<file path="config.mk">
export PLATFORM = sky130hd
export DESIGN_NAME = axi4_rch_responder
export DESIGN_NICKNAME = d
export VERILOG_FILES = /design/src/rtl/axi4_rch_responder.sv
export SDC_FILE = /design/constraint.sdc
export NUM_CORES = 1
export LEC_CHECK = 0
export CORE_MARGIN = 4
export CORE_UTILIZATION = 40
export DETAILED_ROUTE_END_ITERATION = 8
export DONT_BUFFER_PORTS = 1
export SLEW_MARGIN = 10
export SYNTH_ARGS = -nofsm -noshare
export SYNTH_HDL_FRONTEND = slang
export SYNTH_SLANG_ARGS = --single-unit
</file>
<file path="constraint.sdc">
create_clock -name axi4_aclk -period 2.95 [get_ports axi4_aclk]
set_input_delay 0.4425 -clock axi4_aclk [delete_from_list [all_inputs] [get_ports axi4_aclk]]
set_output_delay 0.4425 -clock axi4_aclk [all_outputs]
set_load 0.01 [all_outputs]
</file>
<file path="src/rtl/axi4_rch_responder.sv">
`default_nettype none
// ============================================================================
// Module   : axi4_rch_responder
// Purpose  : AXI4 read-data channel merger. Forwards downstream R beats and
//            injects SLVERR bursts for queued dropped read transactions.
// Revision : 1.0 - initial release
// ============================================================================
module axi4_rch_responder #(
  parameter int C_AXI_ID_WIDTH   = 4,
  parameter int C_AXI_USER_WIDTH = 4,
  parameter int C_AXI_DATA_WIDTH = 64,
  parameter int DROP_FIFO_DEPTH  = 4
) (
  input  logic                        axi4_aclk,
  input  logic                        axi4_arstn,

  input  logic                        drop_valid,
  output logic                        drop_ready,
  input  logic [C_AXI_ID_WIDTH-1:0]   drop_id,
  input  logic [7:0]                  drop_len,
  input  logic [C_AXI_USER_WIDTH-1:0] drop_user,

  input  logic [C_AXI_ID_WIDTH-1:0]   m_axi4_rid,
  input  logic [C_AXI_DATA_WIDTH-1:0] m_axi4_rdata,
  input  logic [1:0]                  m_axi4_rresp,
  input  logic                        m_axi4_rlast,
  input  logic [C_AXI_USER_WIDTH-1:0] m_axi4_ruser,
  input  logic                        m_axi4_rvalid,
  output logic                        m_axi4_rready,

  output logic [C_AXI_ID_WIDTH-1:0]   s_axi4_rid,
  output logic [C_AXI_DATA_WIDTH-1:0] s_axi4_rdata,
  output logic [1:0]                  s_axi4_rresp,
  output logic                        s_axi4_rlast,
  output logic [C_AXI_USER_WIDTH-1:0] s_axi4_ruser,
  output logic                        s_axi4_rvalid,
  input  logic                        s_axi4_rready
);

  localparam int       c_PTR_W  = $clog2(DROP_FIFO_DEPTH);
  localparam logic [1:0] c_SLVERR = 2'b10;

  typedef enum logic [1:0] {
    ST_IDLE      = 2'd0,
    ST_FWD_BURST = 2'd1,
    ST_ERR       = 2'd2
  } state_t;

  state_t r_state;
  state_t w_state_nxt;

  // Drop queue storage; pointers carry one extra wrap bit to separate full from empty
  logic [C_AXI_ID_WIDTH-1:0]   r_fifo_id   [DROP_FIFO_DEPTH];
  logic [7:0]                  r_fifo_len  [DROP_FIFO_DEPTH];
  logic [C_AXI_USER_WIDTH-1:0] r_fifo_user [DROP_FIFO_DEPTH];
  logic [c_PTR_W:0]            r_wptr;
  logic [c_PTR_W:0]            r_rptr;

  logic [7:0]                  r_beat_cnt;
  logic [7:0]                  w_beat_cnt_nxt;

  logic                        w_full;
  logic                        w_empty;
  logic                        w_push;
  logic                        w_pop;
  logic [c_PTR_W-1:0]          w_wr_idx;
  logic [c_PTR_W-1:0]          w_rd_idx;
  logic [C_AXI_ID_WIDTH-1:0]   w_head_id;
  logic [7:0]                  w_head_len;
  logic [C_AXI_USER_WIDTH-1:0] w_head_user;
  logic                        w_err_last;

  assign w_wr_idx = r_wptr[c_PTR_W-1:0];
  assign w_rd_idx = r_rptr[c_PTR_W-1:0];
  assign w_empty  = (r_wptr == r_rptr);
  assign w_full   = (r_wptr[c_PTR_W] != r_rptr[c_PTR_W]) &&
                    (r_wptr[c_PTR_W-1:0] == r_rptr[c_PTR_W-1:0]);

  // Full is judged on the pre-pop occupancy so a pop never frees a slot in the same cycle
  assign drop_ready = ~w_full;
  assign w_push     = drop_valid & ~w_full;

  assign w_head_id   = r_fifo_id[w_rd_idx];
  assign w_head_len  = r_fifo_len[w_rd_idx];
  assign w_head_user = r_fifo_user[w_rd_idx];
  assign w_err_last  = (r_beat_cnt == w_head_len);

  always_ff @(posedge axi4_aclk) begin
    if (w_push) begin
      r_fifo_id[w_wr_idx]   <= drop_id;
      r_fifo_len[w_wr_idx]  <= drop_len;
      r_fifo_user[w_wr_idx] <= drop_user;
    end
  end

  always_ff @(posedge axi4_aclk or negedge axi4_arstn) begin
    if (!axi4_arstn) begin
      r_wptr <= '0;
      r_rptr <= '0;
    end else begin
      if (w_push) r_wptr <= r_wptr + 1'b1;
      if (w_pop)  r_rptr <= r_rptr + 1'b1;
    end
  end

  always_ff @(posedge axi4_aclk or negedge axi4_arstn) begin
    if (!axi4_arstn) begin
      r_state    <= ST_IDLE;
      r_beat_cnt <= 8'd0;
    end else begin
      r_state    <= w_state_nxt;
      r_beat_cnt <= w_beat_cnt_nxt;
    end
  end

  always_comb begin
    w_state_nxt    = r_state;
    w_beat_cnt_nxt = r_beat_cnt;
    w_pop          = 1'b0;
    s_axi4_rid     = m_axi4_rid;
    s_axi4_rdata   = m_axi4_rdata;
    s_axi4_rresp   = m_axi4_rresp;
    s_axi4_rlast   = m_axi4_rlast;
    s_axi4_ruser   = m_axi4_ruser;
    s_axi4_rvalid  = m_axi4_rvalid;
    m_axi4_rready  = s_axi4_rready;

    case (r_state)
      ST_IDLE: begin
        // A pending drop costs one bubble cycle before its error burst starts
        if (!w_empty) begin
          s_axi4_rvalid = 1'b0;
          m_axi4_rready = 1'b0;
          w_state_nxt   = ST_ERR;
        end else if (m_axi4_rvalid && s_axi4_rready && !m_axi4_rlast) begin
          w_state_nxt   = ST_FWD_BURST;
        end
      end

      ST_FWD_BURST: begin
        if (m_axi4_rvalid && s_axi4_rready && m_axi4_rlast) begin
          w_state_nxt = ST_IDLE;
        end
      end

      ST_ERR: begin
        s_axi4_rvalid = 1'b1;
        s_axi4_rid    = w_head_id;
        s_axi4_rdata  = '0;
        s_axi4_rresp  = c_SLVERR;
        s_axi4_rlast  = w_err_last;
        s_axi4_ruser  = w_head_user;
        m_axi4_rready = 1'b0;
        if (s_axi4_rready) begin
          if (w_err_last) begin
            w_pop          = 1'b1;
            w_beat_cnt_nxt = 8'd0;
            w_state_nxt    = ST_IDLE;
          end else begin
            w_beat_cnt_nxt = r_beat_cnt + 8'd1;
          end
        end
      end

      default: begin
        w_state_nxt = ST_IDLE;
      end
    endcase
  end

endmodule
`default_nettype wire

</file>
Yosys cells after proc, flatten, opt, wreduce, memory -nomap -nowiden
Memory sizes are Yosys's and may differ from the RTL's.
Cells that the tools add are included.
{"block": "op_classes", "shift": 0, "bitwise": 2, "mul": 0, "div_mod_pow": 0, "n_addsub": 3, "reduce_logical": 8, "n_mux": 21, "n_eq_ne": 10, "magnitude_cmp": 0}
{"operator": "$mux 64", "n": 1}
{"operator": "$mux 2", "n": 6}
{"operator": "$add 8x1->8 const B", "n": 1}
{"operator": "$eq 8x8->1", "n": 1}
{"operator": "$mux 1", "n": 8}
{"operator": "$mux 4", "n": 2}
{"operator": "$mux 8", "n": 1}
{"operator": "$add 3x1->3 const B", "n": 2}
{"operator": "$ne 2x2->1 const B", "n": 3}
{"operator": "$pmux 2 s3", "n": 1}
{"operator": "$logic_and 1x1->1", "n": 4}
{"operator": "$pmux 1 s2", "n": 2}
{"operator": "$reduce_and 4->1", "n": 1}
{"operator": "$eq 3x3->1", "n": 1}
{"operator": "$ne 3x3->1 const B", "n": 1}
{"operator": "$eq 2x1->1 const B", "n": 1}
{"operator": "$eq 2x2->1", "n": 1}
{"operator": "$eq 2x2->1 const B", "n": 1}
{"operator": "$logic_not 2->1", "n": 1}
{"operator": "$reduce_and 2->1", "n": 1}
{"operator": "$and 1x1->1", "n": 1}
{"operator": "$logic_not 1->1", "n": 1}
{"operator": "$ne 1x1->1", "n": 1}
{"operator": "$not 1->1", "n": 1}
{"block": "totals", "mem_bits_ro": 0, "ramBits": 64, "register_bits": 16, "out_inout_bits": 78, "n_memories": 3, "wordCells": 51, "latchBits": 0, "input_bits": 96}
{"memory": "r_fifo_len", "depth": 4, "word_bits": 8, "read_ports": 1, "rd_ports_with_merged_regs": 0, "wr": 1, "line_no": "54", "rtl": "logic [7:0] r_fifo_len [DROP_FIFO_DEPTH];"}
{"memory": "r_fifo_id", "depth": 4, "word_bits": 4, "read_ports": 1, "rd_ports_with_merged_regs": 0, "wr": 1, "line_no": "53", "rtl": "logic [C_AXI_ID_WIDTH-1:0] r_fifo_id [DROP_FIFO_DEPTH];"}
{"memory": "r_fifo_user", "depth": 4, "word_bits": 4, "read_ports": 1, "rd_ports_with_merged_regs": 0, "wr": 1, "line_no": "55", "rtl": "logic [C_AXI_USER_WIDTH-1:0] r_fifo_user [DROP_FIFO_DEPTH];"}

Longest topological paths before layout
Gate-level depths: netlist of run 1.
{"block": "depth", "word_depth": 6, "mapped_depth": 7, "mapped_depth_nobuf": 6}

Worst setup path before layout of run 1
OpenSTA, ideal clock, no wires.
{"block": "synth_path", "path_kind": "flip-flop to output port", "start": "reg r_rptr[0]", "end": "out s_axi4_rlast", "t_required_ns": 2.508, "stages_incl_launch_ff": 6, "t_arrival_ns": 1.766, "setup_slack_ns": 0.741, "n_path_buf": 1, "cell_sequence": "dfrtp_1 -> buf_6 -> mux4_2 -> xnor2_2 -> nand4_4 -> o31ai_1"}
{"block": "synth_between", "elab_chain_cells": 3}
{"element": "from (decl)", "line_no": "57", "rtl": "logic [c_PTR_W:0] r_rptr;"}
{"element": "from (signal assigned)", "line_no": "102", "rtl": "if (w_pop) r_rptr <= r_rptr + 1'b1;"}
{"element": "$mem_v2 4x8"}
{"element": "$eq 8x8->1", "line_no": "86", "rtl": "assign w_err_last = (r_beat_cnt == w_head_len);"}
{"element": "$mux 1", "line_no": "128", "rtl": "case (r_state)"}
{"element": "to (decl)", "line_no": "34", "rtl": "output logic s_axi4_rlast,"}
Every way passes these cells.

Worst setup path in the final report of run 1
Same ends and word-level chain as after synthesis.

==> key figures, run 1 <==
Power and ir drop
  • Power density cells: approximately 790 nW/um2
  • Worst IR drop on VDD: around 0.00027 V
  • LEAKAGE: between 1.5 and 2 nW
  • Power, Total: 3.36 mW

Cells and area
  • Top library cells by usage in the layout, fill and taps aside: 67 x sky130_fd_sc_hd__and2_1, 64 x sky130_fd_sc_hd__edfxtp_1, 16 x sky130_fd_sc_hd__mux4_2
  • Final standard cell utilization of the core: 0.456
  • FILL cells: 843
  • Antenna diodes: 0
  • Final Net Count: approximately 370
  • Area of all placed cells without fillers: around 4300 um2
  • Signed area change from the synthesized netlist to the final layout: 9.97%
  • Fraction of final layout cells sized beyond drive strength 1: 0.220
  • Most frequent standard cell in the layout excluding fill and tap cells: sky130_fd_sc_hd__and2_1

Worst setup path
  • Launching element type of the critical path: register
  • Critical path endpoint category: primary output
  • Crit path max fanout: 12
  • Type of the setup path with the least slack: register to primary output
  • Reg-to-reg setup timing slack: approximately 0.68 ns
  • Critical path data required time: around 2.5 ns
  • Signal arrival time at the worst endpoint: around 2.3 ns

Synth
  • Post-Synth Adder-Cell Area: 0.0194
  • Number of enable-type register cells in the synthesized netlist: 64
  • Cell type with the largest total area after synthesis: sky130_fd_sc_hd__edfxtp_1
  • Synth area leaders: sky130_fd_sc_hd__edfxtp_1 50%, sky130_fd_sc_hd__and2_1 11%, sky130_fd_sc_hd__dfrtp_1 10%, sky130_fd_sc_hd__mux4_2 9.3%, sky130_fd_sc_hd__xnor2_2 2.9%
  • Share of synthesized area spent on multiplexers: 0.120
  • Most common flop cell mapped by yosys: sky130_fd_sc_hd__edfxtp_1
  • Mapped Area: a little under 4000 um2
  • Syn Inst Count: 264
  • Yosys synthesis warning count: 0
  • Area share of and/or/nand/nor cells after synthesis: 0.166
  • Combinational family with the most area after synthesis: simple AND/OR/NAND/NOR gates
  • XOR/XNOR Fraction of Synth Area: 0.0589
  • Sequential area share after synthesis: 0.601
  • Post-synthesis compound-gate area fraction: 0.0175
  • Syn Area/Cell: about 15 um2
  • Count of cell types in the netlist: 33
  • Top-area cell type share of the netlist area: 0.497
  • Syn_nets: roughly 370
  • Number of register bits inferred by synthesis: 80
  • Fraction of synthesis flops using an asynchronous set or reset pin: 0.200

Drt
  • Via count: between 2000 and 2500
  • DRC viols: 0
  • Metal1 wirelength: between 3000 and 4000 um
  • Amount of wire on met3 after detailed routing: 723 um
  • Total Routed Length: about 8400 um
  • Amount of wire on met2 after detailed routing: ~4400 um
  • Top layer reached by signal wires: met4
  • Number of DRC violations after detailed-routing iteration 0: between 100 and 150
  • Count of TritonRoute iterations in the first routing pass: 4
  • Post-route antenna net violation count: 0
  • Via count normalized by instance count: roughly 5.1
  • Post-DR wirelength/cell: ~20 um

Die
  • Die Width: 106 um
  • Die ar.: roughly 11000 um2
  • # IOs: approximately 170
  • Initial Utilization: 0.414
  • Die outline height: between 100 and 150 um
  • Standard-cell rows: 35
  • Core area: roughly 9300 um2

Clock network
  • Clock buffer depth: 2
  • CTS tree: done
  • Number of levels in the clock H-tree: 3
  • Clk root buf: sky130_fd_sc_hd__clkbuf_8
  • CTS clk-pin slew, worst paths: about 0.080 ns
  • Number of clock buffers inserted by TritonCTS: 9
  • # Post-CTS Setup Buffers: 0
  • Clock latency of the later-clocked register in the worst-skew pair: 0.34 ns
  • Num Clock Sinks: 80

Placement
  • HPWL reported at the end of detailed placement: between 6000 and 7000 um
  • Placer congestion estimate: 0.784
  • # port buffers: 0
  • Cell area reported after detailed placement: around 4000 um2

Timing
  • Max Transition Viols Final: 0
  • Final setup violation count: 0
  • Peak clock frequency supported by timing: between 300 and 400 MHz
  • Normalized max-slew margin: 0.396
  • Unrepaired setup endpoints after global routing: no
  • Final Hold Fails: 0
  • Transition time at the pin with the least slew margin: around 0.91 ns
  • Crit path time final: around 2.7 ns
  • Setup Total Neg Slack: 0 ns
  • Crit share post-route: 0.930
  • Layout Skew: between 0.007 and 0.008 ns

Hold path
  • Class of the tightest hold or removal check: input port to register

Global route
  • Number of antenna violations at the first check in global routing: 0
  • Global-route congestion overflow total: 0
  • Global Route Usage Sum: 0.144
  • Largest net degree at the start of global routing: a little under 70
  • Via count of the first global-routing pass: around 2100
  • Wire length of the first global-routing pass: approximately 12000 um

Run
  • Max-capacitance violation count: 0

Run status
  • Status: completed
## synthesized netlist by cell type, drive strengths merged, types with 6 or more instances
library cell  instances
mux2                  9
dfrtp                16
ha                    6
nor2                  9
clkbuf                8
and2                 67
xnor2                14
xor2                  6
edfxtp               64
mux4                 16
nand2                12
## area by class of cell
cell class                      count  area [um2]  share of cell area
Clock buffer                       10         128              0.0300
Clock inverter                      6        68.8              0.0162
Timing Repair Buffer                9        73.8              0.0174
Inverter                            3        11.3             0.00265
Tap cell                          129         161              0.0380
Multi-Input combinational cell    169        1490               0.349
Sequential cell                    80        2320               0.546
## critical path, cell delays in order, from the launching register on
cell and delay, ns:
sky130_fd_sc_hd__dfrtp_1 0.36, sky130_fd_sc_hd__buf_6 0.20, sky130_fd_sc_hd__mux4_2 0.56, sky130_fd_sc_hd__xnor2_2 0.15
sky130_fd_sc_hd__nand4_2 0.25, sky130_fd_sc_hd__o31ai_2 0.27, sky130_fd_sc_hd__buf_4 0.17
## repair_timing
item	in CTS	in global routing
hold buffers	1	0
setup endpoints to repair	0	1
resized for setup	0	3
endpoints found under the hold margin	16	0
## through the flow
step,instances,setup WS [ns],hold slack [ns]
3_5_place_dp,389,0.430,0.148
3_3_place_gp,389,0.466,0.148
5_1_grt,406,0.0250,0.159
6_report,406,0.206,0.186
2_1_floorplan,264,0.741,0.147
4_1_cts,406,0.0436,0.168
## per-layer routing
layer / vias to the layer above / GRT usage
met3: 8 / 0.0449
met4: 0 / 0.0527
met1: 989 / 0.166
met2: 119 / 0.250
met5: - / 0
li1: 967 / -
## worst paths after layout
path,startpoint,cells past startpoint,endpoint
worst max-delay path,r_rptr[0]$_DFFE_PN0P_,6,s_axi4_rlast
max in group asynchronous,axi4_arstn,1,r_rptr[1]$_DFFE_PN0P_
min in group asynchronous,axi4_arstn,1,r_beat_cnt[1]$_DFFE_PN0P_
worst min register to register,r_wptr[2]$_DFFE_PN0N_,1,r_wptr[2]$_DFFE_PN0N_
worst min-delay path,drop_len[1],0,r_fifo_len[0][1]$_DFFE_PP_
worst max register to register,r_rptr[1]$_DFFE_PN0P_,4,r_fifo_len[3][7]$_DFFE_PP_
## cell families after synthesis
logic type	after synthesis
mux	25
flops	80
fa+ha+maj	6
buf+inv	15
xor+xnor	20
compound gates	11
simple gates	107
## registers in the layout (all words and copies together) (netlist names)
name,count
r_fifo_len,32
r_fifo_id,16
r_fifo_user,16
r_beat_cnt,8
r_rptr,3
r_wptr,3
r_state,2
## report_power, final
| group | switching, mW | total [mW] | leakage, nW | internal (mW) |
|---|---|---|---|---|
| combinational | 0.501 | 0.942 | 0.642 | 0.441 |
| sequential | 0.147 | 1.63 | 0.783 | 1.49 |
| clock | 0.389 | 0.784 | 0.0985 | 0.396 |
(Power assumes the default switching activity.)
==> run 2: changes to the inputs <==
CAP_MARGIN = 0   (was not set)
SLEW_MARGIN = 0   (was 10)
==> results of run 2 <==
No change in the layout: final DEF, timing and power equal those of run 1.
==> run 3: changes to the inputs <==
CORE_ASPECT_RATIO = 1.25   (was not set)
==> run 3 against run 2 <==
Effect of this change:
- clock-buffer cell count rose by 1
- largest power group unchanged
- non-clock buffer count rose by 2
- setup slack got worse by 0.0045 ns
- via count rose by 1.0%
- register-to-register slack got worse by 0.06 ns
- design area rose by 1.6%
- combinational power rose by 0.4%
- critical path type unchanged
- die area barely moved
- sequential cell count did not move
- sequential share of layout area fell by 0.88 points
- first-iteration DRC count fell by 11%
==> key figures, run 3 (synthesis results as in run 1) <==
Run status
  • Status: completed

Worst setup path
  • Signal arrival time at the worst endpoint: 2.31 ns (about the same)
  • WP buf/inv: 2 (unchanged)
  • Cell with the largest stage delay on the worst path: sky130_fd_sc_hd__mux4_2
  • Critical path endpoint category: primary output
  • Cell-by-cell trace of the critical path: buf_6 > mux4_2 > xnor2_2 > nand4_2 > o31ai_2 > buf_4
  • Highest cell delay on the worst timing path: 0.58 ns (+0.02 ns)
  • Critical path data required time: 2.51 ns (about the same)
  • Gate family responsible for the most delay along the worst path: multiplexers
  • Launching element type of the critical path: register
  • Type of the setup path with the least slack: register to primary output
  • Crit path max fanout: 14 (+2)

Clock network
  • Num Clock Sinks: 80 (unchanged)
  • Clk root buf: sky130_fd_sc_hd__clkbuf_16
  • Number of clock buffers inserted by TritonCTS: 9 (unchanged)
  • Number of levels in the clock H-tree: 3 (unchanged)
  • Clock latency of the later-clocked register in the worst-skew pair: 0.33 ns (about the same)
  • # Post-CTS Setup Buffers: 0 (unchanged)
  • CTS clk-pin slew, worst paths: 0.06 ns (-0.02 ns)
  • Clock buffer depth: 2 (unchanged)
  • CTS tree: done

Hold path
  • Class of the tightest hold or removal check: input port to register

Timing
  • Layout Skew: 0.00403 ns (-0.00313 ns)
  • Crit share post-route: 0.932 (+0.00152)
  • Final setup violation count: 0 (unchanged)
  • Slack of the critical path: 0.201 ns (-0.00449 ns)
  • Final Hold Fails: 0 (unchanged)
  • Normalized max-slew margin: 0.409 (+0.0130)
  • Max Transition Viols Final: 0 (unchanged)
  • Crit path time final: 2.75 ns (+0.00449 ns)
  • Peak clock frequency supported by timing: 364 MHz (-0.16%)
  • Transition time at the pin with the least slew margin: 0.886 ns (-0.0195 ns)
  • Unrepaired setup endpoints after global routing: no
  • Setup Total Neg Slack: 0 ns (unchanged)

Placement
  • Pre-CTS setup slack: 0.420 ns (-0.0101 ns)
  • # port buffers: 0 (unchanged)
  • Cell area reported after detailed placement: 4040 um2 (+0.19%)
  • Inst Count DP: 385 (-1.0%)
  • Placer congestion estimate: 0.774 (-1.3%)
  • HPWL reported at the end of detailed placement: 6440 um (+2.7%)

Drt
  • Via count: 2104 (+1.0%)
  • Total Routed Length: 8560 um (+2.3%)
  • Via count normalized by instance count: 5.23 (+2.0%)
  • Count of TritonRoute iterations in the first routing pass: 4 (unchanged)
  • Number of DRC violations after detailed-routing iteration 0: 96 (-11%)
  • Post-DR wirelength/cell: 21.3 um (+3.3%)
  • Post-route antenna net violation count: 0 (unchanged)
  • DRC viols: 0 (unchanged)

Global route
  • Wire length of the first global-routing pass: 12700 um (+5.6%)
  • Number of antenna violations at the first check in global routing: 1 (+1)
  • Largest net degree at the start of global routing: 61 (-10%)
  • Via count of the first global-routing pass: 2146 (+1.7%)
  • Global-route congestion overflow total: 0 (unchanged)
  • Global Route Usage Sum: 0.157 (+0.0130)

Die
  • Initial Utilization: 0.417 (+0.00252)
  • Die ar.: 11300 um2 (about the same)
  • Standard-cell rows: 39 (+11%)
  • Die Width: 95.9 um (-9.8%)
  • Die outline height: 118 um (+11%)
  • # IOs: 174 (unchanged)
  • Core area: 9270 um2 (-0.60%)

Cells and area
  • Final Net Count: 376 (+0.53%)
  • Largest reg by FF count: r_fifo_len
  • Top library cells by usage in the layout, fill and taps aside: 67 x sky130_fd_sc_hd__and2_1, 64 x sky130_fd_sc_hd__edfxtp_1, 16 x sky130_fd_sc_hd__mux4_2, 16 x sky130_fd_sc_hd__dfrtp_1, 11 x sky130_fd_sc_hd__nand2_1
  • Max FFs per register: 32 (unchanged)
  • Registers with the highest flip-flop counts: r_fifo_len x32, r_fifo_id x16, r_fifo_user x16
  • Layout Cells excl Fill: 402 (-0.99%)
  • Fraction of final layout cells sized beyond drive strength 1: 0.216 (-0.00439)
  • Signed area change from the synthesized netlist to the final layout: 11.7%
  • FILL cells: 791 (-6.2%)
  • Area of all placed cells without fillers: 4320 um2 (+1.6%)
  • Most frequent standard cell in the layout excluding fill and tap cells: sky130_fd_sc_hd__and2_1

Power and ir drop
  • Power, Total: 3.53 mW (+5.0%)
  • Power share of the combinational group: 0.268 (-0.012)
  • Clock network fraction of design power: 0.272 (+0.039)
  • Internal Dissipation: 2.49 mW (+7.4%)
  • Switching Share: 0.293 (-0.0155)
  • Flop pwr share: 0.460 (-0.026)
  • Worst IR drop on VDD: 0.000469 V (+71%)
  • LEAKAGE: 1.56 nW (+2.7%)
  • Power density cells: 817 nW/um2 (+3.4%)
  • Switching component of the power: 1.03 mW (-0.23%)

Run
  • Max-capacitance violation count: 0 (unchanged)
-- run 3: metrics by stage --
step	hold slack, ns	utilization
6_report	0.203	0.466
5_1_grt	0.179	0.466
4_1_cts	0.185	0.465
3_5_place_dp	0.148	0.436
3_3_place_gp	0.148	0.436
2_1_floorplan	0.147	-
-- run 3: per-layer routing --
layer | wire (um) | global-route usage | part of all wire | vias to the layer above
met5 | 0 | 0 | 0 | -
met4 | 280 | 0.0819 | 0.033 | 0
met3 | 822 | 0.0665 | 0.096 | 15
met2 | 4400 | 0.260 | 0.51 | 112
met1 | 3050 | 0.165 | 0.36 | 1012
li1 | - | - | - | 965
-- run 3: final cells by class --
class	instances	area, um2	share of cell area
diodes	1	2.50	0.000579
inverters	3	11.3	0.00261
clock buffers	11	233	0.0539
flip-flops and latches	80	2320	0.538
well taps	123	154	0.0356
clock inverters	4	22.5	0.00521
repair buffers	11	88.8	0.0206
multi-input cells	169	1490	0.344
-- run 3: power by group through the flow --
stage	Sequential, mW	Combinational, mW	Clock, mW
final	1.62	0.946	0.960
after global routing	1.65	1.04	1.05
after CTS	1.63	0.966	0.993
after detailed placement	1.64	0.957	0
after global placement	1.65	0.936	0
after floorplan	1.60	0.768	0
-- run 3: path summary, 6_finish.rpt --
kind | cells past startpoint | endpoint | slack (ns) | start
max | 6 | s_axi4_rlast | 0.20 | r_rptr[0]$_DFFE_PN0P_
min | 0 | r_fifo_len[2][4]$_DFFE_PP_ | 0.20 | drop_len[4]
max reg2reg | 4 | r_fifo_len[3][2]$_DFFE_PP_ | 0.62 | r_rptr[1]$_DFFE_PN0P_
min reg2reg | 1 | r_wptr[2]$_DFFE_PN0N_ | 0.48 | r_wptr[2]$_DFFE_PN0N_
max in group asynchronous | 1 | r_beat_cnt[5]$_DFFE_PN0P_ | 1.84 | axi4_arstn
min in group asynchronous | 1 | r_beat_cnt[1]$_DFFE_PN0P_ | 0.63 | axi4_arstn
-- run 3: timing repair --
| action | 4_1_cts | 5_1_grt |
|---|---|---|
| resized for setup | 0 | 2 |
| hold buffers | 1 | 0 |
| hold endpoints to repair | 16 | 0 |
| endpoints found under the setup margin | 0 | 1 |
-- run 3: worst register-to-register path: cells and delay by family, from the launching register on --
kind,cells,cell delay (ns)
simple gates,2,0.88
xor+xnor,1,0.10
buf+inv,1,0.28
flops,1,0.69
==> RTL edit: new RTL, config.mk and constraints of run 2 <==
Make the reset (`axi4_arstn`) synchronous in 2 clocked blocks.
--- a/src/rtl/axi4_rch_responder.sv
+++ b/src/rtl/axi4_rch_responder.sv
@@ -93,7 +93,7 @@
     end
   end
 
-  always_ff @(posedge axi4_aclk or negedge axi4_arstn) begin
+  always_ff @(posedge axi4_aclk) begin
     if (!axi4_arstn) begin
       r_wptr <= '0;
       r_rptr <= '0;
@@ -103,7 +103,7 @@
     end
   end
 
-  always_ff @(posedge axi4_aclk or negedge axi4_arstn) begin
+  always_ff @(posedge axi4_aclk) begin
     if (!axi4_arstn) begin
       r_state    <= ST_IDLE;
       r_beat_cnt <= 8'd0;
Check against the original RTL: differs if axi4_arstn is asserted again (counterexample within 4 cycles, from zero or initial values and one cycle with axi4_arstn low); with axi4_arstn held inactive, the same outputs for 10 cycles.
==> RTL edit against run 2 <==
- register-to-register slack improved by 30 ps
- global-route usage rose by 1.1 points
- wire length rose by 8.9%
- final area rose by 0.59%
- final cell count rose by 7.6%
- sequential cell count rose by 2
- area after synthesis rose by 0.94%
- highest routed layer unchanged
- setup slack improved by 3.8 ps
- worst hold slack got worse by 3.5 ps
Power is not compared: it rests on default switching activity, and its combinational part moved more than twofold at a synthesized area within 25%.
==> RTL edit: results (changes against run 2) <==
outcome finished clean; slack of the worst reg-to-reg path 710 ps (+30 ps); ys async rst share 0% (-20 points); largest net degree at the start of global routing 52 (-24%); clk_skew 8.342 ps (+1.182 ps); met3 Resource Use GR 3.913% (-0.58 points); CP peak stage delay 540 ps (-20 ps); met2 wire len 4.830 mm (+9.3%); Synth Area in Compound Gates 1.635% (-0.11 points); worst slack, placed 523.7 ps (+93.50 ps); number of global-route vias before repair 2309 (+9.4%); Placed Cells 421 (+8.2%); flops & latches, synth 82 (+2.5%); hold_sp drop_user[0]; layout cells sized above 1 16.23% (-5.8 points); Post-Route M1 WL 3.497 mm (+12%); Netlist cell types 34 (+3.0%); Critical Path Fanout Max 9 (-3); placed cell area 4075 sq um (+0.99%); Hold EP r_fifo_user[0][0]; Worst R2R End r_rptr[1]; Tcrit/Tclk final 92.89% (-0.13 points); gpl congestion 0.7066 (-9.9%); post-synthesis mux area share 10.26% (-1.8 points); XOR/XNOR Fraction of Synth Area 4.873% (-1.0 points); DRT iter0 DRCs 144 (+33%); Rel. slew slack 62.93% (+23 points); met1 Use GR 17.37% (+0.75 points); Post-Syn Area per Cell 13.23 sq um (-9.7%); Area contributors post-synth edfxtp_1 49%, and2_1 11%, dfxtp_1 9.2%, mux4_2 9.2%, nand2_1 3.5%; adder-cell area share of the yosys netlist 1.924% (-0.018 points); Overall Global Routing Usage 15.43% (+1.1 points); Hold WS 182.9 ps (-3.530 ps); global-route wire length before repair 13.03 mm (+8.7%); vias per inst 5.160 (+0.58%); FF-to-FF path depth 7 (+3); sequential fraction of the synthesis area 58.48% (-1.6 points); Multi-input gate area 1530 sq um (+3.0%); HPWL after DPL 6.960 mm (+11%); net count after synthesis 397 (+8.5%); met2 usage 28.60% (+3.6 points); Detailed Route WL 9.112 mm (+8.9%)
## RTL edit: changes by cell type in the layout (fill, tap and decap cells not counted), sizes merged, moves of 4 or more
cell / before / now
dfxtp: 0 / 18
mux2i: 0 / 4
mux2: 9 / 0
dfrtp: 16 / 0
nand2: 12 / 36
o21ai: 5 / 1
buf: 8 / 12
## RTL edit: how the worst max path moves through the flow
| stage | cells past startpoint | from | to |
|---|---|---|---|
| after global routing | 6 | flop | s_axi4_rlast |
| final | 6 | flop | s_axi4_rlast |
| after global placement | 6 | flop | s_axi4_rlast |
| after floorplan | 6 | flop | s_axi4_rlast |
| after CTS | 6 | flop | s_axi4_rlast |
| after detailed placement | 6 | flop | s_axi4_rlast |
## RTL edit: cell type report
type / instances / share of cell area [%]
clock inverters: 7 / 1.814
multi-input cells: 195 / 35.78
well taps: 129 / 3.774
clock buffers: 9 / 2.896
inverters: 3 / 0.2633
flip-flops and latches: 82 / 53.36
repair buffers: 12 / 2.106
